### src/rtl/fpga_receiver_fifo.sv
`default_nettype none
// ============================================================================
//  Module      : fpga_receiver_fifo
//  Description : Serial FPGA-to-FPGA frame receiver with send/finish/
//                acknowledge handshake, optional even parity and a DEPTH-entry
//                show-ahead FIFO drained through a received/processed handshake.
//  Revision    : 1.0 - initial release
// ============================================================================
module fpga_receiver_fifo #(
  parameter int WIDTH  = 8,
  parameter int DEPTH  = 4,
  parameter int PARITY = 0
) (
  input  logic                         clock,
  input  logic                         reset,
  input  logic                         data,
  input  logic                         send,
  input  logic                         finish,
  output logic                         acknowledge,
  output logic [WIDTH-1:0]             data_out,
  output logic                         received,
  input  logic                         processed,
  output logic                         full,
  output logic [$clog2(DEPTH+1)-1:0]   count,
  output logic                         error
);

  localparam int c_FRAME = WIDTH + PARITY;
  localparam int c_CW    = $clog2(c_FRAME + 1);
  localparam int c_AW    = $clog2(DEPTH);
  localparam int c_NW    = $clog2(DEPTH + 1);

  typedef enum logic [1:0] {
    S_IDLE  = 2'd0,
    S_SHIFT = 2'd1,
    S_WAIT  = 2'd2,
    S_ACK   = 2'd3
  } state_t;

  // A one-bit frame is complete as soon as its first bit is sampled.
  localparam state_t c_AFTER_FIRST = (c_FRAME == 1) ? S_WAIT : S_SHIFT;

  state_t                 r_state;
  state_t                 w_next_state;
  logic [c_FRAME-1:0]     r_shift;
  logic [c_CW-1:0]        r_bits;
  logic                   r_ack;
  logic                   r_error;
  logic [WIDTH-1:0]       r_mem [DEPTH];
  logic [c_AW-1:0]        r_wr_ptr;
  logic [c_AW-1:0]        r_rd_ptr;
  logic [c_NW-1:0]        r_count;
  logic                   r_full;
  logic                   r_received;

  logic                   w_load_first;
  logic                   w_shift_en;
  logic                   w_push;
  logic                   w_pop;
  logic                   w_err_det;
  logic                   w_parity_bad;
  logic                   w_has_space;
  logic [WIDTH-1:0]       w_word;
  logic [c_NW-1:0]        w_count_next;

  // Data bits arrive first (MSB first), the parity bit, if any, sits in the LSB.
  assign w_word = r_shift[c_FRAME-1 -: WIDTH];

  generate
    if (PARITY != 0) begin : g_parity
      assign w_parity_bad = ^r_shift;
    end else begin : g_no_parity
      assign w_parity_bad = 1'b0;
    end
  endgenerate

  // A pop is only real when there is something to pop; popping frees a slot
  // for a simultaneous push even when the buffer is full.
  assign w_pop       = processed & r_received;
  assign w_has_space = ~r_full | w_pop;

  // Next-state and control decode for the frame handshake.
  always_comb begin
    w_next_state = r_state;
    w_load_first = 1'b0;
    w_shift_en   = 1'b0;
    w_push       = 1'b0;
    w_err_det    = 1'b0;
    case (r_state)
      S_IDLE: begin
        if (send) begin
          w_load_first = 1'b1;
          w_next_state = c_AFTER_FIRST;
        end
      end
      S_SHIFT: begin
        if (send) begin
          w_shift_en = 1'b1;
          if (r_bits == c_CW'(c_FRAME - 1)) begin
            w_next_state = S_WAIT;
          end
        end else begin
          w_err_det    = 1'b1;
          w_next_state = S_IDLE;
        end
      end
      S_WAIT: begin
        if (finish) begin
          if (w_parity_bad) begin
            w_err_det    = 1'b1;
            w_next_state = S_ACK;
          end else if (w_has_space) begin
            w_push       = 1'b1;
            w_next_state = S_ACK;
          end
        end
      end
      S_ACK: begin
        if (!finish) begin
          w_next_state = S_IDLE;
        end
      end
      default: w_next_state = S_IDLE;
    endcase
  end

  // State register with registered acknowledge and error pulse.
  always_ff @(posedge clock) begin
    if (reset) begin
      r_state <= S_IDLE;
      r_ack   <= 1'b0;
      r_error <= 1'b0;
    end else begin
      r_state <= w_next_state;
      r_ack   <= (w_next_state == S_ACK);
      r_error <= w_err_det;
    end
  end

  // Shift register and bit counter collecting the serial frame.
  always_ff @(posedge clock) begin
    if (reset) begin
      r_shift <= '0;
      r_bits  <= '0;
    end else if (w_load_first) begin
      r_shift <= c_FRAME'(data);
      r_bits  <= c_CW'(1);
    end else if (w_shift_en) begin
      r_shift <= (r_shift << 1) | c_FRAME'(data);
      r_bits  <= r_bits + c_CW'(1);
    end
  end

  // Occupancy after this cycle's push/pop; simultaneous push and pop cancel.
  always_comb begin
    w_count_next = r_count;
    case ({w_push, w_pop})
      2'b10:   w_count_next = r_count + c_NW'(1);
      2'b01:   w_count_next = r_count - c_NW'(1);
      default: w_count_next = r_count;
    endcase
  end

  // FIFO storage, wrapping pointers and registered status flags.
  always_ff @(posedge clock) begin
    if (reset) begin
      for (int i = 0; i < DEPTH; i++) begin
        r_mem[i] <= '0;
      end
      r_wr_ptr   <= '0;
      r_rd_ptr   <= '0;
      r_count    <= '0;
      r_full     <= 1'b0;
      r_received <= 1'b0;
    end else begin
      if (w_push) begin
        r_mem[r_wr_ptr] <= w_word;
        r_wr_ptr        <= r_wr_ptr + c_AW'(1);
      end
      if (w_pop) begin
        r_rd_ptr <= r_rd_ptr + c_AW'(1);
      end
      r_count    <= w_count_next;
      r_full     <= (w_count_next == c_NW'(DEPTH));
      r_received <= (w_count_next != '0);
    end
  end

  assign acknowledge = r_ack;
  assign error       = r_error;
  assign received    = r_received;
  assign full        = r_full;
  assign count       = r_count;
  assign data_out    = r_mem[r_rd_ptr];

endmodule
`default_nettype wire

### config.mk
export PLATFORM = sky130hd
export DESIGN_NAME = fpga_receiver_fifo
export DESIGN_NICKNAME = d
export VERILOG_FILES = /design/src/rtl/fpga_receiver_fifo.sv
export SDC_FILE = /design/constraint.sdc
export NUM_CORES = 1
export LEC_CHECK = 0
export CORE_MARGIN = 5
export CORE_UTILIZATION = 45
export DETAILED_ROUTE_END_ITERATION = 8
export PLACE_DENSITY = 0.72
export SLEW_MARGIN = 10
export SYNTH_ARGS = -nofsm -noshare
export SYNTH_HDL_FRONTEND = slang
export SYNTH_SLANG_ARGS = --single-unit
### constraint.sdc
create_clock -name clock -period 2.07 [get_ports clock]
set_input_delay 0.207 -clock clock [delete_from_list [all_inputs] [get_ports clock]]
set_output_delay 0.207 -clock clock [all_outputs]
set_load 0.01 [all_outputs]
==> reports/qor.csv <==
stage;metric;value;unit
clock_tree;ctsHoldBuffers;0;
grt;grt_pass1_wl;7730;um
synthesis;synthArstFlopShare;0;
layout;final_layout_size_suffix_gt1_frac;0.230;
synthesis;yosysSeqAreaShare;0.589;
synthesis;ys.flop_type;edfxtp_1;
floorplan;fp.dieW;85.2;um
min_path;holdPathStages;3;
setup_path;crit_type;input port to flop;
layout;n_antenna_cell;0;
synthesis;synth_top_area_frac;0.377;
setup_path;arrival;2.27;ns
setup_path;slowest_delay;0.50;ns
synthesis;ys_top_cells_by_area;edfxtp_1, dfxtp_1, and2_1, mux4_2, nand2_1;
detailed_routing;routed_wl;4540;um
grt;grt_usage;0.138;
placed_design;port_buffers;20;
clock_tree;post-cts-setup-buffers;0;
detailed_routing;wl_per_cell;14.0;um
timing;slew_headroom;0.488;
grt;first_global_vias;1645;
timing;finalSetupViolCount;0;
setup_path;crit_path_top_delay_cell;clkdlybuf4s50_1;
synthesis;synth_common_cells;edfxtp_1, and2_1, dfxtp_1;
grt;grt_max_degree;17;
clock_tree;clk_pin_slew;0.07;ns
layout;syn_to_final_growth;24.8;%
clock_tree;clk_latency;0.33;ns
timing;fin_crit;2.02;ns
setup_path;reg2regPathDepth;7;
setup_path;crit_required;2.32;ns
power;pwr-share-clk;0.416;
setup_path;critPathMaxFanout;3;
power;switching_share;0.213;
grt;antenna_found_initial;0;
timing;slew_violations;0;
power;p_int;1.85;mW
power;cellPowerDensity;738;mW/mm2
timing;max_slew.worst_pin.slew;0.763;ns
floorplan;die_area;0.00727;mm2
clock_tree;cts_tree;built;
detailed_routing;first_iter_violations;84;
synthesis;synth_cells;202;
grt;grt.overflow.total;0;
clock_tree;clockBufferDepth;2;
timing;skew;0.00720;ns
placed_design;dpl.hpwl;3230;um
synthesis;yosys.area.top_type;edfxtp_1;
power;seq_power_share;0.543;
run;max-cap-violations;0;
floorplan;start_util;0.463;
synthesis;synthesis.area;0.00255;mm2
timing;hold_viol;0;
setup_path;crit_chain;clkdlybuf4s50_1, a21bo_2, nand2b_4, ha_2, fa_2, xnor2_1, or3_4, a211oi_1;
setup_path;cp-end-kind;flop;
clock_tree;cts_buffers;9;
synthesis;synth.distinct_cells;46;
floorplan;die_y;85.2;um
layout;layout.nets;256;
power;pwr-share-comb;0.040;
layout;fin_cells;324;
synthesis;synth_most_common_cell;edfxtp_1;
detailed_routing;viasPerCell;5.07;
detailed_routing;vias;1644;
clock_tree;htree_num_levels;3;
clock_tree;cts_sinks;59;
floorplan;core-area;0.00551;mm2
placed_design;dpl.cell_count;308;
floorplan;rows;27;
synthesis;syn_avg_cell_area;12.6;um2
setup_path;crit_path_start_kind;input port;
timing;rsz0062_at_grt;true;
min_path;hp-class;input port to flop;
power;p_leak;1.19;nW
synthesis;synth_edf_count;32;
timing;timing.hold.ws;0.434;ns
synthesis;synth_fp_nets;211;
status;run_status;completed;
power;p_sw;0.499;mW
timing;fmax;0.495;GHz
detailed_routing;antenna_left;0;
detailed_routing;drc_errors;0;
placed_design;routabilityCongestion;0.740;
synthesis;yosys_register_bits;59;
layout;postLayoutCoreUtil;0.577;
synthesis;ys_warn_count;0;
power;vdd_drop_max;393;uV
clock_tree;clockRootBuffer;clkbuf_8;
detailed_routing;firstDrtPassIters;4;
timing;period_share;0.976;
floorplan;io_pins;21;
==> power groups by stage <==
| stage | Clock [mW] | Combinational [mW] | Sequential (mW) |
|---|---|---|---|
| 2_1_floorplan | 0 | 0.0502 | 1.30 |
| 3_3_place_gp | 0 | 0.0949 | 1.30 |
| 3_5_place_dp | 0 | 0.0962 | 1.30 |
| 4_1_cts | 0.998 | 0.0963 | 1.27 |
| 5_1_grt | 1.07 | 0.102 | 1.28 |
| 6_report | 0.976 | 0.0940 | 1.27 |
==> critical path, delay by kind of cell <==
kind	cells	cell delay [ns]
simple gates	2	0.46
fa+ha+maj	2	0.54
xor+xnor	1	0.15
buf+inv	1	0.50
compound gates	2	0.41
==> final timing paths <==
path	startpoint	endpoint	slack, ns
worst max register to register	full	full	0.07
worst max-delay path	processed	full	0.05
worst min register to register	r_bits[1]	r_bits[1]	0.48
worst min-delay path	finish	r_state[0]	0.43
==> registers in the layout (all words and copies together) (netlist names), named ones only <==
signal       flops
r_state          2
error            1
r_wr_ptr         2
acknowledge      1
r_rd_ptr         2
count            3
r_mem           32
received         1
r_shift          8
full             1
r_bits           4
==> logic make-up after synthesis <==
kind of cell / Yosys count / share of synthesized area
AND/OR/NAND/NOR: 84 / 0.205
AO/OA/AOI/OAI: 32 / 0.0776
multiplexers: 11 / 0.0825
XOR/XNOR: 3 / 0.0103
buffers and inverters: 10 / 0.0177
flip-flops: 59 / 0.589
adder cells (fa/ha/maj): 3 / 0.0177
==> placed cells by master, fill, tap and decap left out, drive strengths merged, types with 2 or more instances in the layout <==
master / instances
dlymetal6s2s: 5
and2: 29
nor4b: 2
ha: 2
clkdlybuf4s50: 14
o21ai: 8
dfxtp: 27
nand2: 18
buf: 21
clkinv: 5
inv: 3
mux2i: 3
nand3: 2
nand2b: 5
xnor2: 2
mux4: 8
a211oi: 2
nor4: 2
nor3: 5
clkbuf: 9
nor2: 8
edfxtp: 32
or3: 4
nand3b: 2
a21oi: 13
==> cell type report <==
cell class	instances	area (um2)
Sequential cell	59	1500
Clock inverter	7	58.8
Timing Repair Buffer	41	373
Multi-Input combinational cell	133	1020
Inverter	3	11.3
Clock buffer	9	124
Tap cell	72	90.1
Fill cell	443	2330
==> stage by stage <==
step	worst slack [ns]	cell area [um2]	setup TNS (ns)	power (mW)
after detailed placement	-0.412	2960	-1.43	1.40
after global routing	-0.0103	3180	-0.0103	2.45
after global placement	-0.314	2960	-0.775	1.39
final	0.0503	3180	0	2.34
after floorplan	-0.0264	2550	-0.444	1.35
after CTS	0.0210	3150	0	2.37
==> routing by layer <==
metal	wire length [um]	up-vias	GRT usage
met1	2050	782	0.170
li1	-	825	-
met5	0	-	0
met2	2210	27	0.221
met3	168	10	0.0320
met4	114	0	0.0820
==> timing repair <==
item | 4_1_cts | 5_1_grt
gates resized for setup | 3 | 8
setup endpoints to repair | 9 | 7
pin swaps | 0 | 1
No activity file was read; power rests on OpenSTA's default activity.
==> RTL change 1, RTL diff (config.mk and constraints unchanged) <==
Put one more register stage on the output `error`. The value now appears one clock later. The other outputs are not delayed to match. Comments in the files are not updated.
--- a/src/rtl/fpga_receiver_fifo.sv
+++ b/src/rtl/fpga_receiver_fifo.sv
@@ -189,3 +189,5 @@
   assign acknowledge = r_ack;
-  assign error       = r_error;
+  always_ff @(posedge clock) begin
+    error <= r_error;
+  end
   assign received    = r_received;
Function: changed (a bounded check fails within 4 cycles, from zero or initial values and one cycle with reset high).
==> RTL change 1 against the unedited design <==
Sequential cell count increased by 1. First-iteration DRC count decreased by 26%. Cell area increased by 2.4%. Power increased by 1.1%. Wire length increased by 5.2%. Worst setup slack improved by 0.038 ns. Final cell count increased by 2.5%. Global-route usage increased by 1.2 points. Area after synthesis increased by 0.79%.
==> RTL change 1: results (changes against the unedited design) <==
- Status: completed
- Min-delay worst type: register to register
- CP Launch Point: r_state[0]$_SDFF_PP0_
- Met2 WL: 2.41 mm (+9.0%)
- Met1 Resource Use GR: 18.0% (+1.1 points)
- DRT Wirelength: 4.78 mm (+5.2%)
- Initial drt markers: 62 (-26%)
- DPL Wire Length: 3.38 mm (+4.4%)
- Min Hold Slack: 0.323 ns (-0.111 ns)
- Filler cells: 476 (+7.4%)
- GPL Wtd Cong: 0.793 (+7.1%)
- Pin count of the biggest net entering global routing: 12 (-5)
- Worst Clk Skew: 0.00707 ns (-0.000130 ns)
- Placed cell areas: 0.00302 mm^2 (+1.9%)
- Clock buffer cells: 10 (+1)
- Hold endpoint: error$_DFF_P_
- Peak supply drop: 0.000469 V (+19%)
- Complex-gate fraction of the synthesized area: 7.70% (-0.061 points)
- Adder-Cell Fraction of Synth Area: 1.75% (-0.014 points)
- Fraction of area in non-clock buffers: 13.3% (+1.6 points)
- GRT Resource Usage Total: 15.0% (+1.2 points)
- Crit path DAT: 2.24 ns (-0.03 ns)
- Max incr delay on CP: 0.37 ns (-0.13 ns)
- Hold path cells: 0 (-3)
- #FFs+latches synth: 60 (+1.7%)
RTL change 1: cell count changes in the layout (fill, tap and decap cells not counted), sizes merged:
cell | unedited run | this run
clkbuf | 9 | 10
clkdlybuf4s50 | 14 | 12
clkinv | 5 | 4
buf | 21 | 28
dlymetal6s2s | 5 | 8
dfxtp | 27 | 28
dlygate4sd2 | 1 | 0
RTL change 1: power by group through the flow:
stage / sequential, uW / clock, uW / combinational [uW]
2_1_floorplan: 1320 / 0 / 50.2
3_3_place_gp: 1320 / 0 / 101
3_5_place_dp: 1320 / 0 / 102
4_1_cts: 1290 / 1010 / 103
5_1_grt: 1300 / 1080 / 109
6_report: 1290 / 976 / 99.4
RTL change 1: stage by stage:
step           power (uW)  util, %
2_1_floorplan        1370        -
4_1_cts              2410     57.9
5_1_grt              2480     58.7
6_report             2370     58.7
3_5_place_dp         1420     54.5
3_3_place_gp         1420     54.5
==> RTL change 2, RTL diff (same flow settings) <==
Without the edit above. Change the parameter `WIDTH` from 8 to 16.
--- a/src/rtl/fpga_receiver_fifo.sv
+++ b/src/rtl/fpga_receiver_fifo.sv
@@ -9,3 +9,3 @@
 module fpga_receiver_fifo #(
-  parameter int WIDTH  = 8,
+  parameter int WIDTH  = 16,
   parameter int DEPTH  = 4,
Ports: changed (resized data_out); port bits go from 21 to 29. The function was not compared with the original's and may differ.
==> RTL change 2 against the unedited design <==
Via count increased by 60%. Area after synthesis increased by 64%. Cell area increased by 57%. Die area increased by 56%. Wire length increased by 81%. Worst setup slack got worse by 0.037 ns. Sequential share of layout area increased by 5.7 points. Sequential cell count increased by 41. Power increased by 56%.
==> RTL change 2: results (changes against the unedited design) <==
- Layout cell share with drive strength beyond 1: 18.9% (-4.1 points)
- Adder-Cell Fraction of Synth Area: 1.38% (-0.39 points)
- Reg clk slew, reported paths: 0.10 ns (+0.03 ns)
- Status: completed
- CTS resizes: 17 (+14)
- Non-clock inverters: 5 (+2)
- Distinct cells, synth: 44 (-4.3%)
- Top cells by area, synth: edfxtp_1 46%, dfxtp_1 17%, mux4_2 8.6%, nor2_1 6.9%, nand2_1 3.3%
- Complex-gate fraction of the synthesized area: 4.82% (-2.9 points)
- Post-synthesis sequential area ratio: 63.3% (+4.4 points)
- Cell Int Power: 2840 uW (+54%)
- GRT Resource Usage Total: 15.4% (+1.6 points)
- Register share of the cell area: 53.0% (+5.7 points)
- ClkCell Share: 4.16% (-1.6 points)
- Min Hold Slack: 0.468 ns (+0.0341 ns)
- I/O Buffers: 28 (+40%)
- Number of synthesized flops with an enable pin: 64 (+100%)
- GPL Wtd Cong: 0.744 (+0.55%)
- Fraction of area in non-clock buffers: 10.5% (-1.2 points)
- Met3 usage: 2.19% (-1.0 points)
- Flop-to-flop setup slack: 0.01 ns (-0.06 ns)
- Register share of total power: 60.0% (+5.7 points)
- Crit path time final: 2.06 ns (+0.0372 ns)
- Clock latency on the worst-skew pair: 0.37 ns (+0.04 ns)
- Vias/cell: 5.24 (+3.3%)
- Worst Clk Skew: 0.0101 ns (+0.00288 ns)
- Filler cells: 774 (+75%)
- Seq_cells: 100 (+69%)
- PnR Total Power: 3660 uW (+56%)
- Multi-input comb cells: 216 (+62%)
- Finished Layout Cells: 503 (+55%)
- Clk network pwr share: 35.3% (-6.3 points)
- Bufs w/o clock: 55 (+34%)
- Max Buffers Root-to-Sink: 2 (unchanged)
- Syn_nets: 351 (+66%)
- Initial drt markers: 170 (+100%)
- Met1 Resource Use GR: 19.0% (+2.0 points)
- Static leakage: 0.00163 uW (+37%)
- Met3 wire length: 337 um (+100%)
- Vias in the first global route: 2,654 (+61%)
- Peak supply drop: 0.000311 V (-21%)
- Placed cell areas: 0.00479 mm^2 (+62%)
- Worst relative slew slack: 74.5% (+26 points)
- Nets: 397 (+55%)
- CP max stage cell: or4_4
- Met2 WL: 4.17 mm (+89%)
- Multiplexer share of the synthesized area: 9.38% (+1.1 points)
- Pin count of the biggest net entering global routing: 40 (+23)
- Wl on met1: 3.48 mm (+70%)
- Min-delay worst type: register to register
- Top delay family on crit path: simple AND/OR/NAND/NOR gates
- First-pass GRT wire length: 13.4 mm (+73%)
- Top cells by count, synth: 77 x nor2_1, 64 x edfxtp_1, 37 x nand2_1
- Power per cell area: 733 mW/mm^2 (-0.68%)
- DPL Wire Length: 5.16 mm (+59%)
- GR Util met2: 26.3% (+4.2 points)
- DP Worst Slack: -0.389 ns (+0.0235 ns)
- YS warnings: 0 (unchanged)
- Dpl cells: 485 (+57%)
## RTL change 2: cell types whose count changed in the layout (fill, tap and decap cells not counted), sizes merged, moves of 3 or more
cell / delta
dlymetal6s2s: -5
mux4: +8
nand2: +20
nor3: -3
inv: +4
nand2b: +14
and2: -28
dfxtp: +9
nor2: +69
a21oi: +8
buf: +6
dlygate4sd2: +15
o21ai: -5
edfxtp: +32
## RTL change 2: path summary, 6_finish.rpt
| path | cells after the start | from | to |
|---|---|---|---|
| worst max-delay path | 7 | r_state[0]$_SDFF_PP0_ | received$_SDFF_PP0_ |
| worst max register to register | 7 | r_state[0]$_SDFF_PP0_ | received$_SDFF_PP0_ |
| worst min register to register | 2 | r_shift[3]$_SDFFE_PP0P_ | r_shift[4]$_SDFFE_PP0P_ |
| worst min-delay path | 2 | r_shift[3]$_SDFFE_PP0P_ | r_shift[4]$_SDFFE_PP0P_ |
## RTL change 2: tightest hold or removal path, stage by stage (launching register included)
cell	delay [ns]
dfxtp_1	0.33
nand2_1	0.06
a21oi_1	0.05
